<file path="src/rtl/cache_wr_ctrl.sv">
// Packet write controller: allocates cache IDs from a 63-entry free pool.
// Optional drop counter built only when CACHE_DROP_CNT_EN is defined.
module cache_wr_ctrl (
    input  logic         clk,
    input  logic         rst_n,
    input  logic [133:0] in_cache_data,
    input  logic         in_cache_data_wr,
    input  logic         in_cache_valid,
    input  logic         in_cache_valid_wr,
    input  logic [5:0]   in_release_ID,
    input  logic         in_release_wr,
    output logic [7:0]   out_cache_ID,
    output logic [5:0]   out_cache_ID_count,
    output logic [12:0]  out_ram_addr,
    output logic [133:0] out_ram_data,
    output logic         out_ram_wr,
    output logic [5:0]   out_commit_ID,
    output logic [7:0]   out_commit_len,
    output logic         out_commit_wr,
    output logic         out_cache_err,
    output logic [15:0]  out_cache_drop_count
);

    typedef enum logic [1:0] {
        IDLE_S,
        WR_S,
        DROP_S
    } state_t;

    state_t      state, state_nxt;
    logic [63:0] free, free_nxt;
    logic [5:0]  count;
    logic [5:0]  cur_id, id_nxt, alloc_id, wr_id;
    logic [7:0]  idx, idx_nxt;
    logic [6:0]  wr_idx;
    logic        oversize, over_nxt, over;
    logic        alloc_en, rel_int, wr_en, commit_en;
    logic        is_head, is_tail, good;
    logic        ext_ok, ext_err;
`ifdef CACHE_DROP_CNT_EN
    logic        drop_inc;
    logic [15:0] drop_cnt;
`endif

    assign is_head = in_cache_data_wr && (in_cache_data[133:132] == 2'b01);
    assign is_tail = in_cache_data_wr && (in_cache_data[133:132] == 2'b10);
    assign ext_ok  = in_release_wr && (in_release_ID != 6'd0)
                     && !free[in_release_ID];
    assign ext_err = in_release_wr && !ext_ok;
    assign good    = in_cache_valid_wr && in_cache_valid && !over;

    always_comb begin
        alloc_id = '0;
        for (int i = 63; i >= 1; i--)
            if (free[i]) alloc_id = 6'(i);
    end

    always_comb begin
        state_nxt = state;
        idx_nxt   = idx;
        over_nxt  = oversize;
        id_nxt    = cur_id;
        alloc_en  = 1'b0;
        rel_int   = 1'b0;
        wr_en     = 1'b0;
        wr_id     = cur_id;
        wr_idx    = idx[6:0];
        commit_en = 1'b0;
        over      = oversize || idx[7];
`ifdef CACHE_DROP_CNT_EN
        drop_inc  = 1'b0;
`endif
        if (is_head) begin
            // a head always restarts; an open packet gives its ID back
            rel_int = (state == WR_S);
            if (count != 6'd0) begin
                alloc_en  = 1'b1;
                id_nxt    = alloc_id;
                wr_en     = 1'b1;
                wr_id     = alloc_id;
                wr_idx    = '0;
                idx_nxt   = 8'd1;
                over_nxt  = 1'b0;
                state_nxt = WR_S;
            end else begin
`ifdef CACHE_DROP_CNT_EN
                drop_inc  = 1'b1;
`endif
                state_nxt = DROP_S;
            end
        end else if (in_cache_data_wr) begin
            unique case (state)
                IDLE_S: ;
                WR_S: begin
                    if (!idx[7]) begin
                        wr_en   = 1'b1;
                        idx_nxt = idx + 8'd1;
                    end
                    over_nxt = over;
                    if (is_tail) begin
                        state_nxt = IDLE_S;
                        idx_nxt   = '0;
                        over_nxt  = 1'b0;
                        if (good) commit_en = 1'b1;
                        else      rel_int   = 1'b1;
                    end
                end
                DROP_S: if (is_tail) state_nxt = IDLE_S;
                default: state_nxt = IDLE_S;
            endcase
        end
    end

    // alloc, internal and external release never touch the same bit
    always_comb begin
        free_nxt = free;
        if (alloc_en) free_nxt[alloc_id] = 1'b0;
        if (rel_int)  free_nxt[cur_id] = 1'b1;
        if (ext_ok)   free_nxt[in_release_ID] = 1'b1;
        free_nxt[0] = 1'b0;
    end

    always_ff @(posedge clk or negedge rst_n) begin
        if (!rst_n) begin
            state    <= IDLE_S;
            free     <= {{63{1'b1}}, 1'b0};
            count    <= 6'd63;
            cur_id   <= '0;
            idx      <= '0;
            oversize <= 1'b0;
        end else begin
            state    <= state_nxt;
            free     <= free_nxt;
            count    <= 6'($countones(free_nxt));
            cur_id   <= id_nxt;
            idx      <= idx_nxt;
            oversize <= over_nxt;
        end
    end

    always_ff @(posedge clk or negedge rst_n) begin
        if (!rst_n) begin
            out_cache_ID   <= '0;
            out_ram_addr   <= '0;
            out_ram_data   <= '0;
            out_ram_wr     <= 1'b0;
            out_commit_ID  <= '0;
            out_commit_len <= '0;
            out_commit_wr  <= 1'b0;
            out_cache_err  <= 1'b0;
        end else begin
            out_ram_wr    <= wr_en;
            out_commit_wr <= commit_en;
            if (alloc_en) out_cache_ID <= {2'b00, alloc_id};
            if (wr_en) begin
                out_ram_addr <= {wr_id, wr_idx};
                out_ram_data <= in_cache_data;
            end
            if (commit_en) begin
                out_commit_ID  <= cur_id;
                out_commit_len <= idx + 8'd1;
            end
            if (ext_err) out_cache_err <= 1'b1;
        end
    end

    assign out_cache_ID_count = count;

`ifdef CACHE_DROP_CNT_EN
    always_ff @(posedge clk or negedge rst_n) begin
        if (!rst_n)
            drop_cnt <= '0;
        else if (drop_inc && drop_cnt != 16'hFFFF)
            drop_cnt <= drop_cnt + 16'd1;
    end
    assign out_cache_drop_count = drop_cnt;
`else
    assign out_cache_drop_count = '0;
`endif

endmodule

</file>
<file path="config.mk">
export PLATFORM = sky130hd
export DESIGN_NAME = cache_wr_ctrl
export DESIGN_NICKNAME = d
export VERILOG_FILES = /design/src/rtl/cache_wr_ctrl.sv
export SDC_FILE = /design/constraint.sdc
export NUM_CORES = 1
export LEC_CHECK = 0
export ABC_AREA = 1
export BUFFER_PORTS_ARGS = -buffer_cell sky130_fd_sc_hd__buf_4
export CORE_UTILIZATION = 30
export CTS_CLUSTER_SIZE = 28
export DETAILED_ROUTE_END_ITERATION = 7
export GPL_TIMING_DRIVEN = 0
export PLACE_DENSITY = 0.52
export SLEW_MARGIN = 0
export SYNTH_ARGS = -nofsm -noshare
export SYNTH_HDL_FRONTEND = slang
export SYNTH_SLANG_ARGS = --single-unit
</file>
<file path="constraint.sdc">
create_clock -name clk -period 13.1 [get_ports clk]
set_clock_uncertainty 0.05 [all_clocks]
set_input_delay 0.655 -clock clk [delete_from_list [all_inputs] [get_ports clk]]
set_output_delay 0.655 -clock clk [all_outputs]
set_load 0.005 [all_outputs]
</file>
Word level (Yosys, flattened, before mapping)
Index checks and enable logic that the tools add are counted.

word-level totals
  register bits after elaboration = 256
  bits of input ports = 146
  output and inout bits = 194
  word-level logic and storage cells = 229

cells by class
  add/sub/neg operators = 63
  magnitude comparators = 6
  equality and inequality tests = 8
  muxes and demuxes = 110
  bitwise gates (word level) = 4
  reductions and logical operators = 23

operators with widths
  cell                   number
  $mux W6                65
  $mux W64               3
  $or A64 B64 Y64        2
  $and A64 B64 Y64       1
  $not A64 Y64           1
  $add A1 B1 Y2          31
  $mux W8                6
  $add A2 B2 Y3          15
  $add A3 B3 Y4          8
  $mux W1                25
  $lt A6 B7 Y1 const B   3
  $add A4 B4 Y5          4
  $demux W1 S6           3
  $ge A6 B1 Y1 const B   3
  $mux W7                2
  $add A5 B5 Y6          2
  $reduce_bool A6 Y1     2
  $logic_and A1 B1 Y1    10
  $add A8 B1 Y8 const B  1
  $mux W2                4
  $add A6 B6 Y6          1
  $bmux W1 S6            1
  $ne A3 B1 Y1 const B   2
  $reduce_and A3 Y1      2
  12 further kinds       17

Logic depth before layout (Yosys ltp)
  depth in word-level cells = 80
  mapped depth = 85
  mapped depth without buffers = 84

Least setup slack after synthesis
OpenSTA, ideal clock, no wires.

  kind = flip-flop to flip-flop
  start point = reg free[62]
  end point = reg count[5], in the netlist out_cache_ID_count[5]
  setup time = 75 ps
  arrival time = 8526 ps
  data required time = 12975 ps
  path slack = 4448 ps
  stages on the path, launching flop included = 81
  path buffers = 0
  clock period less this slack = 8652 ps
  cells stage by stage = dfstp_2 inv_1 nand2_1 nand2_1 nand2_1 nand2_1 nand2_1 nand2_1 nand2_1 nand2_1 nand2_1 nand2_1 nand2_1 nand2_1 nand2_1 nand2_1 nand2_1 nand2_1 [45 not listed] fa_1 fa_1 inv_1 fa_1 inv_1 fa_1 fa_1 fa_1 inv_1 fa_1 inv_1 ha_1 nand3_1 nand2_1 a21oi_1 nor2_1 nor2_1 xnor2_1

on the way
  word-level cells in the longest chain between the ends = 79
  elaborated cells on any way between the ends = 140
  those cells by class = add/sub: 62; order compare: 2; mux: 69; bitwise: 4; reduce/logical: 3

ends and longest elaborated chain
  item                                                                line  RTL
  from (decl)                                                         31    logic [63:0] free, free_nxt;
  from (signal assigned)                                              126   free <= {{63{1'b1}}, 1'b0};
  from (signal assigned)                                              133   free <= free_nxt;
  $mux W6 (62 in series)                                              55    if (free[i]) alloc_id = 6'(i);
  $lt A6 B7 Y1 (implied by the code) or $ge A6 B1 Y1 (tied branches)  117   if (alloc_en) free_nxt[alloc_id] = 1'b0;
  $logic_and A1 B1 Y1 (implied by the code)                           117
  $mux W1 (implied by the code)                                       117
  $demux W1 S6                                                        117
  $not A64 Y64 (no source line)                                       --
  $and A64 B64 Y64 (no source line)                                   --
  $mux W64                                                            117
  [3 not listed]                                                      --
  $mux W64 *                                                          119   if (ext_ok) free_nxt[in_release_ID] = 1'b1;
  named net free_nxt[38]                                              31
  $add A1 B1 Y2 (implied by the code) *                               134   count <= 6'($countones(free_nxt));
  $add A2 B2 Y3 (implied by the code) *                               134
  $add A3 B3 Y4 (implied by the code) *                               134
  $add A4 B4 Y5 (implied by the code) *                               134
  $add A5 B5 Y6 (implied by the code) *                               134
  $add A6 B6 Y6 (implied by the code) *                               134
  to (signal assigned)                                                134
  to (decl)                                                           32    logic [5:0] count;

Mark *: on every way through the listed nets, which the timed path passes. The rest lies on a longest branch. The select of a mux whose other input is x is not followed.
A chain may end at the register's enable or synchronous reset.

Final worst setup path
  start point = reg free[60]
  end point = reg count[5], in the netlist out_cache_ID_count[5]

on the way
  word-level cells in the longest chain between the ends = 77
  elaborated cells on any way between the ends = 138
  those cells by class = add/sub: 62; order compare: 2; mux: 67; bitwise: 4; reduce/logical: 3

ends and longest elaborated chain
  item                                                                line
  $mux W6 (60 in series)                                              55
  $lt A6 B7 Y1 (implied by the code) or $ge A6 B1 Y1 (tied branches)  117
  $logic_and A1 B1 Y1 (implied by the code)                           117
  $mux W1 (implied by the code)                                       117
  $demux W1 S6                                                        117
  $not A64 Y64 (no source line)                                       --
  $and A64 B64 Y64 (no source line)                                   --
  $mux W64                                                            117
  [3 not listed]                                                      --
  $mux W64 *                                                          119
  named net free_nxt[52]                                              31
  $add A1 B1 Y2 (implied by the code) *                               134
  $add A2 B2 Y3 (implied by the code) *                               134
  $add A3 B3 Y4 (implied by the code) *                               134
  $add A4 B4 Y5 (implied by the code) *                               134
  $add A5 B5 Y6 (implied by the code) *                               134
  $add A6 B6 Y6 (implied by the code) *                               134

Marked as above.

==> key figures <==
Yosys
  • Area share of the largest cell type after synthesis: ~33%
  • YS warnings: 0
  • Complex-gate fraction of the synthesized area: ~8.0%
  • Yosys top cell by area: dfrtp_1
  • Adder-cell area share of the yosys netlist: around 9.0%
  • Post-Synth XOR/XNOR Area: 0.562%
  • Post-Syn Area: between 0.01 and 0.015 sq mm
  • Simple-Gate Fraction of Synth Area: ~17%
  • Area contributors post-synth: dfrtp_1 33%, dfstp_2 13%, mux2_2 11%
  • Synth cell types: 41
  • Seq/Total Area, Yosys: about 46%
  • Synthesized area per cell: 9.41 sq um
  • Cells after Synth: 1,489
  • Yosys reg bits: between 200 and 300
  • Mux share of post-synthesis cell area: 11.1%
  • Largest family of logic cells by synthesized area: simple AND/OR/NAND/NOR gates

Pwr
  • PwrDens: roughly 380 mW/mm^2
  • IR Drop Worst-Case VDD: ~1.1 mV
  • Pleak: 8.62 nW

Timing
  • Fin Hold WS: 0.0291 ns
  • RSZ-0062 raised after global routing: no
  • Worst-Margin Slew: roughly 1.4 ns
  • Worst slew margin: about 8.4%
  • Final hold viol count: 0
  • Setup_tns: 0 ns
  • Final period util: between 70% and 80%
  • Final Max Slew Viols: 0
  • Final setup violation count: 0
  • Fmax: about 97 MHz
  • Fin crit period: between 10 and 15 ns

Final layout
  • Net count reported at finish: about 2,100
  • Most frequent cells in the layout: 338 x buf_4, 252 x nand2_1, 237 x inv_1, 187 x dfrtp_1, 138 x mux2_2
  • Layout cell share with drive strength beyond 1: between 30% and 40%
  • Most common cell after layout, fill and taps aside: buf_4
  • Final core occ: approximately 40%
  • Number of diodes: 0
  • Area Growth Syn to Fin: 31.0%

Setup path
  • R2R depth: between 50 and 60
  • Most used cell along the critical path: nand2_1
  • CP max-delay cell: nand4_1
  • Setup crit start kind: register
  • Largest stage delay, worst path: about 0.76 ns
  • Crit path kind: reg2reg
  • Worst EP required: 13.53 ns
  • CP endpoint kind: register
  • Crit path DAT: ~11 ns
  • Max FO, Critical Path: 10

Route
  • First-pass iteration count of the detailed router: 6
  • WL/cell: ~21 um
  • Wire length on met1: around 22,000 um
  • Metal3 WL: about 4000 um
  • # DRC: 0
  • Drt initial violations: around 1,100
  • Antenna Violating Nets Remaining: 0
  • Met2 wire length: between 20,000 and 25,000 um
  • Top Metal Used: met4
  • Total number of vias: 12,200
  • Final wirelength: around 52,000 um
  • Vias per cell: roughly 4.9

Floorplan
  • Overall die width: between 200 and 250 um
  • Initial core utilization: 30.6%
  • DIE AREA: between 0.04 and 0.05 sq mm
  • Top-Level Pins: 340
  • Chip Height: approximately 220 um
  • Site row count: slightly below 80
  • Core area: approximately 0.046 sq mm

CTS
  • H-tree lvl count: 1
  • TritonCTS clock tree: built
  • Hold-fix buffers at CTS: 0
  • Clock latency on the worst-skew pair: around 0.58 ns
  • Post-CTS sizing: 0
  • Sink Count: 256
  • Clock root buffer: clkbuf_16
  • Clk buf depth: 3
  • Clk slew on worst S/H paths: approximately 0.06 ns
  • TritonCTS buffer count: 30
  • Post-CTS Setup Inserts: 0

Global route
  • Initial antenna violation count: 0
  • Overflow after GRT: 0
  • Vias in the first global route: ~12,000
  • Largest net degree at the start of global routing: 105
  • Global Route Usage Sum: a little over a fifth
  • Global-route wire length before repair: around 78,000 um

Worst hold path
  • HP Class: in2async

Place
  • DP HPWL: ~40,000 um
  • RD Place Congestion: between 0.9 and 1
  • Count of buffers from port buffering: 320

Run status
  • Outcome: complete, no violations

Flow run
  • Max-Cap Viols: 0
==> flip-flops by register name (all words and copies together) (netlist names), 2 cells and up <==
name                cells
free                   63
out_cache_ID            6
idx                     8
out_ram_addr           13
cur_id                  6
state                   2
out_cache_ID_count      6
out_commit_ID           6
out_ram_data          134
out_commit_len          8
==> cells by family (layout without fill, tap and decap cells) <==
logic type / Yosys count / count (layout)
AO/OA/AOI/OAI: 181 / 181
flip-flops: 256 / 256
AND/OR/NAND/NOR: 546 / 546
buffers and inverters: 289 / 667
adder cells (fa/ha/maj): 69 / 69
multiplexers: 138 / 138
XOR/XNOR: 9 / 9
other: 1 / 18
==> worst paths after layout <==
path / from / endpoint / slack, ns
max in group asynchronous: rst_n / out_ram_data[35] / 11.61
hold reg to reg: out_cache_err / out_cache_err / 0.41
setup / recovery: free[60] / out_cache_ID_count[5] / 2.78
min in group clk: in_cache_data[56] / out_ram_data[56] / 0.25
hold / removal: rst_n / out_cache_err / 0.03
setup reg to reg: free[60] / out_cache_ID_count[5] / 2.78
==> worst max-delay path: cells and delay by family, from the launching register on <==
family	cells	cell delay, ns
AO/OA/AOI/OAI	6	1.03
XOR/XNOR	1	0.14
adder cells (fa/ha/maj)	9	4.42
buffers and inverters	5	0.35
flip-flops	1	0.56
AND/OR/NAND/NOR	31	3.66
==> per-layer routing <==
layer  track usage, %  vias up
met5                0        -
met4             6.95        0
met3             4.57      102
met2             35.0      522
met1             28.9     5958
li1                 -     5618
==> power by group <==
| part | internal, mW | switching (mW) |
|---|---|---|
| clock network | 0.538 | 0.343 |
| registers | 1.24 | 0.189 |
| logic | 2.07 | 2.55 |
| total | 3.85 | 3.08 |
==> per-stage QoR <==
stage / setup slack (ns) / cells / total power, mW / cell area (sq um)
after global placement: 2.09 / 2426 / 6.10 / 17200
after detailed placement: 2.85 / 2429 / 6.08 / 17300
after global routing: 1.84 / 2484 / 7.79 / 18400
final: 2.78 / 2484 / 6.94 / 18400
after CTS: 2.78 / 2484 / 7.07 / 18400
after floorplan: 4.45 / 1506 / 4.71 / 14100
==> synth_stat cells <==
cell type and number:
a31oi_1 3, conb_1 1, mux2_2 138, a21oi_1 29
nand3b_1 1, xnor2_1 2, o32ai_1 5, a21o_1 2
o21bai_1 16, clkinv_1 2, nor2_2 2, clkbuf_1 23
a221oi_1 5, buf_8 1, nor2_1 121, nor2_4 1
a22oi_1 12, nor3_1 34, nand2_1 252, buf_4 19
nand2_4 2, nand3_1 93, o21ai_0 65, nor4_1 13
o41ai_1 5, nand4_1 26, ha_1 16, o31ai_1 3
dfstp_2 69, dfrtp_1 187, fa_1 53, o21a_1 2
xor2_1 7, buf_1 7, o2111ai_1 5, a311oi_1 1
a32o_1 1, a2bb2oi_1 1, inv_1 237, o22ai_1 26
nand2_2 1
==> area by class of cell <==
| cell class | instances | area (sq um) |
|---|---|---|
| Sequential cell | 256 | 6490 |
| Tap cell | 600 | 751 |
| Timing Repair Buffer | 323 | 2480 |
| Inverter | 239 | 897 |
| Clock buffer | 45 | 878 |
| Multi-Input combinational cell | 961 | 6440 |
| Buffer | 50 | 270 |
| Clock inverter | 10 | 154 |
| Fill cell | 4557 | 27400 |
Power figures use the tool's default switching activity.
